--- src/rtl/axis_packet_fifo.sv ---
// axis_packet_fifo: parametrised AXI4-Stream buffer with first-word
// fall-through output and an optional store-and-forward packet mode.
// In packet mode a packet is only offered downstream once its tlast word
// is stored, unless it is too large to fit, in which case it drains
// cut-through and the sticky oversize flag is raised.
module axis_packet_fifo #(
  parameter int DATA_W      = 32,
  parameter int DEPTH       = 16,
  parameter int PACKET_MODE = 1,
  localparam int ADDR_W     = $clog2(DEPTH)
) (
  input  logic                s00_axis_aclk,
  input  logic                s00_axis_areset,
  input  logic [DATA_W-1:0]   s00_axis_tdata,
  input  logic [DATA_W/8-1:0] s00_axis_tstrb,
  input  logic                s00_axis_tlast,
  input  logic                s00_axis_tvalid,
  output logic                s00_axis_tready,
  output logic [DATA_W-1:0]   m00_axis_tdata,
  output logic [DATA_W/8-1:0] m00_axis_tstrb,
  output logic                m00_axis_tlast,
  output logic                m00_axis_tvalid,
  input  logic                m00_axis_tready,
  output logic [ADDR_W:0]     fill_level,
  output logic [ADDR_W:0]     pkt_count,
  output logic                oversize
);

  localparam int STRB_W  = DATA_W / 8;
  localparam int ENTRY_W = DATA_W + STRB_W + 1;
  localparam logic [ADDR_W:0] DEPTH_L = (ADDR_W + 1)'(DEPTH);

  logic [ENTRY_W-1:0] mem [DEPTH];

  logic [ADDR_W:0] wr_ptr;
  logic [ADDR_W:0] rd_ptr;
  logic [ADDR_W:0] wr_ptr_next;
  logic [ADDR_W:0] rd_ptr_next;
  logic [ADDR_W:0] fill_next;
  logic [ADDR_W:0] pkt_next;
  logic [ADDR_W:0] pkt_q;
  logic            in_ready_q;
  logic            release_q;
  logic            oversize_q;
  logic            wr_en;
  logic            rd_en;
  logic            out_valid;
  logic            wr_last;
  logic            rd_last;

  assign wr_en   = s00_axis_tvalid && in_ready_q;
  assign rd_en   = out_valid && m00_axis_tready;
  assign wr_last = wr_en && s00_axis_tlast;
  assign rd_last = rd_en && m00_axis_tlast;

  assign {m00_axis_tlast, m00_axis_tstrb, m00_axis_tdata} = mem[rd_ptr[ADDR_W-1:0]];

  assign fill_level      = wr_ptr - rd_ptr;
  assign pkt_count       = pkt_q;
  assign oversize        = oversize_q;
  assign s00_axis_tready = in_ready_q;
  assign m00_axis_tvalid = out_valid;

  // Output valid: plain non-empty in cut-through mode; in packet mode a whole
  // packet must be held, or an oversize packet must have been released.
  always_comb begin
    out_valid = (fill_level != '0);
    if (PACKET_MODE != 0) begin
      out_valid = (fill_level != '0) && ((pkt_q != '0) || release_q);
    end
  end

  // Next pointer, occupancy and packet-count values for this cycle's handshakes.
  always_comb begin
    wr_ptr_next = wr_ptr + (ADDR_W + 1)'(wr_en);
    rd_ptr_next = rd_ptr + (ADDR_W + 1)'(rd_en);
    fill_next   = wr_ptr_next - rd_ptr_next;
    pkt_next    = pkt_q;
    if (wr_last && !rd_last) begin
      pkt_next = pkt_q + 1'b1;
    end else if (rd_last && !wr_last) begin
      pkt_next = pkt_q - 1'b1;
    end
  end

  // Pointer, packet-count and registered input-ready state.
  always_ff @(posedge s00_axis_aclk or posedge s00_axis_areset) begin
    if (s00_axis_areset) begin
      wr_ptr     <= '0;
      rd_ptr     <= '0;
      pkt_q      <= '0;
      in_ready_q <= 1'b0;
    end else begin
      wr_ptr     <= wr_ptr_next;
      rd_ptr     <= rd_ptr_next;
      pkt_q      <= pkt_next;
      in_ready_q <= (fill_next < DEPTH_L);
    end
  end

  // Release a full buffer holding no complete packet so it cannot deadlock;
  // the release ends when that packet's tlast word leaves.
  always_ff @(posedge s00_axis_aclk or posedge s00_axis_areset) begin
    if (s00_axis_areset) begin
      release_q  <= 1'b0;
      oversize_q <= 1'b0;
    end else if ((PACKET_MODE != 0) && (fill_next == DEPTH_L) && (pkt_next == '0)) begin
      release_q  <= 1'b1;
      oversize_q <= 1'b1;
    end else if (rd_last) begin
      release_q  <= 1'b0;
    end
  end

  // Storage array; contents need no reset since the pointers define validity.
  always_ff @(posedge s00_axis_aclk) begin
    if (wr_en) begin
      mem[wr_ptr[ADDR_W-1:0]] <= {s00_axis_tlast, s00_axis_tstrb, s00_axis_tdata};
    end
  end

endmodule

--- config.mk ---
export PLATFORM = sky130hd
export DESIGN_NAME = axis_packet_fifo
export DESIGN_NICKNAME = d
export VERILOG_FILES = /design/src/rtl/axis_packet_fifo.sv
export SDC_FILE = /design/constraint.sdc
export NUM_CORES = 1
export LEC_CHECK = 0
export CAP_MARGIN = 40
export CORE_MARGIN = 2
export CORE_UTILIZATION = 40
export DETAILED_ROUTE_END_ITERATION = 10
export HOLD_SLACK_MARGIN = 0.05
export PLACE_DENSITY = 0.62
export REMOVE_ABC_BUFFERS = 1
export SETUP_SLACK_MARGIN = 0.02
export SYNTH_ARGS = -nofsm -noshare
export SYNTH_HDL_FRONTEND = slang
export SYNTH_SLANG_ARGS = --single-unit
--- constraint.sdc ---
create_clock -name s00_axis_aclk -period 7.15 [get_ports s00_axis_aclk]
set_input_delay 0.715 -clock s00_axis_aclk [delete_from_list [all_inputs] [get_ports s00_axis_aclk]]
set_output_delay 0.715 -clock s00_axis_aclk [all_outputs]
set_load 0.02 [all_outputs]
==> results.cfg <==
[synthesis]
synth_area_mm2 = 0.0235
avgSynthCellArea_um2 = 24.0
ys_warn_count = 0
ys_top_cells_by_area = edfxtp_1 (76%), mux4_2 (18%), dfrtp_1 (1.9%)
synth_largest_area_cell = edfxtp_1
ys_seq_area_share_pct = 77.5
yosys.area.top_type_share_pct = 75.5
synth_seq_cells = 610
synthCells = 980
synth_edf_count = 592
async_flop_share_pct = 2.95
yosys.cell_types.count = 34
ys.flop_type = edfxtp_1

[drt]
first_pass_iters = 4
vias = 10546
drtIter0Drc = 916
viasPerCell = 5.46
wl_per_cell_um = 25.9
routed_wl_mm = 50.0
ant_nets = 0
drc = 0

[sta]
fin_hold_ws_ns = 0.474
final.period_utilization_pct = 73.1
period_needed_ns = 5.22
max-slew-margin-rel_pct = 41.8
finalHoldViolations = 0
rsz0062_at_grt = no
worstMarginPinSlew_ns = 0.873
max_freq_mhz = 191
setup_viol = 0
finalWorstSetupSlack_ns = 1.93
fin_skew_ns = 0.0183
drv_slew = 0

[global_routing]
gr-usage-all-layers_pct = 17.0
grt_overflow = 0
first_global_vias = 11443
grt_pass1_wl_mm = 74.5
antenna_found_initial = 3
grt_max_degree = 97

[power_and_ir_drop]
max-vdd-ir-drop_mv = 0.302
combPwrFrac_pct = 33.2
intPower_mw = 7.86
p_clk_share_pct = 28.1
p_seq_share_pct = 38.6
power.switching_mw = 3.40
leakage_nw = 8.67
power_density_mw_per_mm2 = 409
power.total_mw = 11.3
switching_share_pct = 30.2

[clock_network]
cts_hold_buf = 0
clk_latency_ns = 0.57
ctsRootBufferMaster = clkbuf_16
h-tree-depth = 3
post_cts_buffers = 0
cts.reportedPaths.clkPinSlew_ns = 0.06
cts_tree = yes
clock_sinks = 610
clockBufferDepth = 3
cts_resized = 0
cts_buffers = 66

[setup_path]
critPathKind = flip-flop to primary output
critPathMaxFanout = 96
cp.arrival_ns = 4.51
required_ns = 6.43
startpoint_type = flip-flop
crit_path_end_kind = primary output

[run_status]
status = finished clean

[layout]
finish.net_count = 1174
drive_gt1_share_pct = 26.9
multiInputGateArea_mm2 = 0.00515
num_antenna_cells = 0
seq_area_mm2 = 0.0182
syn2layout_area_growth_pct = 17.1
fill_cells = 4710

[floorplanning]
io_pins = 91
floorplan.initialDensity_pct = 40.6
core_area_mm2 = 0.0579
die_height_um = 247
die_w_um = 247
num_rows = 88
dieArea_mm2 = 0.0608

[hold_path]
hold_class = flip-flop to flip-flop

[placement]
place_hpwl_mm = 24.9
dp_slack_ns = 2.27
gp_congestion = 0.775
portBuffers = 90

[job]
maxCapViolations = 0
==> cell usage after synthesis, types with 2 or more instances <==
| master | n |
|---|---|
| nand2_1 | 12 |
| xnor2_1 | 12 |
| a21oi_1 | 5 |
| a2111o_1 | 3 |
| fa_1 | 2 |
| nand3_1 | 9 |
| clkbuf_1 | 33 |
| buf_1 | 10 |
| buf_6 | 3 |
| nand2b_1 | 4 |
| xor2_1 | 7 |
| mux4_2 | 184 |
| inv_1 | 17 |
| dfrtp_1 | 18 |
| o21ai_0 | 5 |
| o31a_1 | 2 |
| mux2i_1 | 4 |
| edfxtp_1 | 592 |
| and2_1 | 2 |
| nor3_1 | 6 |
| ha_1 | 15 |
| nand4_1 | 2 |
| a21o_1 | 3 |
| or3_1 | 2 |
| and3_1 | 2 |
| nor2_1 | 18 |
==> area by class of cell <==
cell class / instances / share of cell area, %
multi-input combinational: 306 / 18.7
clock buffer: 88 / 6.56
clock inverter: 29 / 0.699
sequential: 610 / 66.2
timing repair buffer: 114 / 4.11
tap: 765 / 3.47
inverter: 18 / 0.250
==> path summary, 6_finish.rpt <==
kind | slack [ns] | cells past startpoint | from | end
max | 1.93 | 5 | rd_ptr[0]$_DFF_PP0_ | m00_axis_tdata[23]
min | 0.47 | 1 | oversize$_DFFE_PP0P_ | oversize$_DFFE_PP0P_
max reg2reg | 2.27 | 16 | rd_ptr[0]$_DFF_PP0_ | oversize$_DFFE_PP0P_
min reg2reg | 0.47 | 1 | oversize$_DFFE_PP0P_ | oversize$_DFFE_PP0P_
max in group asynchronous | 6.02 | 2 | s00_axis_areset | rd_ptr[1]$_DFF_PP0_
min in group asynchronous | 0.58 | 2 | s00_axis_areset | oversize$_DFFE_PP0P_
==> stage by stage <==
stage	std cells	instance area, µm²	setup TNS, ns	util (%)
4_1_cts	1930	27600	0	47.6
3_3_place_gp	1811	25500	0	44.0
2_1_floorplan	934	23300	-37.16	-
3_5_place_dp	1813	25500	0	44.1
5_1_grt	1930	27600	0	47.6
6_report	1930	27600	0	47.6
==> worst max-delay path: stages (launching register included) <==
cell and delay [ns]:
dfrtp_4 0.76, buf_4 0.62, buf_12 0.63, mux4_2 0.59, mux4_2 0.55, clkdlybuf4s50_1 0.59
==> sequential cells by signal, indices dropped and copies added, names as in the netlist <==
name,cells
mem,592
oversize,1
pkt_count,5
rd_ptr,5
release_q,1
s00_axis_tready,1
wr_ptr,5
==> metal layers <==
layer / global-route usage [%] / up-vias / routed length, µm
met5: 0 / - / 41
met4: 4.32 / 6 / 776
met3: 3.68 / 67 / 3110
met2: 27.8 / 324 / 24800
met1: 23.2 / 5679 / 21300
li1: - / 4470 / -
==> power groups by stage <==
stage,sequential [mW],clock (mW),combinational [mW]
final,4.35,3.17,3.74
after CTS,4.36,3.24,3.82
after global placement,4.42,0,3.76
after global routing,4.38,3.38,4.02
after detailed placement,4.43,0,3.81
after floorplan,4.64,0,2.51
==> kinds of logic (layout without fill, tap and decap cells) <==
logic type | Yosys count | in the layout | share of synthesized area (%)
compound gates | 20 | 20 | 0.675
xor+xnor | 19 | 19 | 0.707
fa+ha+maj | 17 | 17 | 0.968
buf+inv | 64 | 249 | 1.12
flops | 610 | 610 | 77.5
mux | 189 | 189 | 17.8
simple gates | 61 | 61 | 1.24
==> cells in the final DEF, fill, tap and decap left out, types with 5 or more instances in the layout <==
cell type        instances
edfxtp_1               592
mux4_2                 184
clkdlybuf4s50_1         90
clkbuf_16               69
buf_4                   21
clkbuf_1                18
clkinv_1                17
inv_1                   16
ha_1                    15
dfrtp_1                 15
xnor2_1                 12
nand2_1                 12
nor2_4                  12
nand3_1                  9
xor2_1                   7
nor2_1                   6
clkinv_2                 6
a21oi_1                  5
o21ai_0                  5
Note: power is estimated with default switching activity, not from simulation.
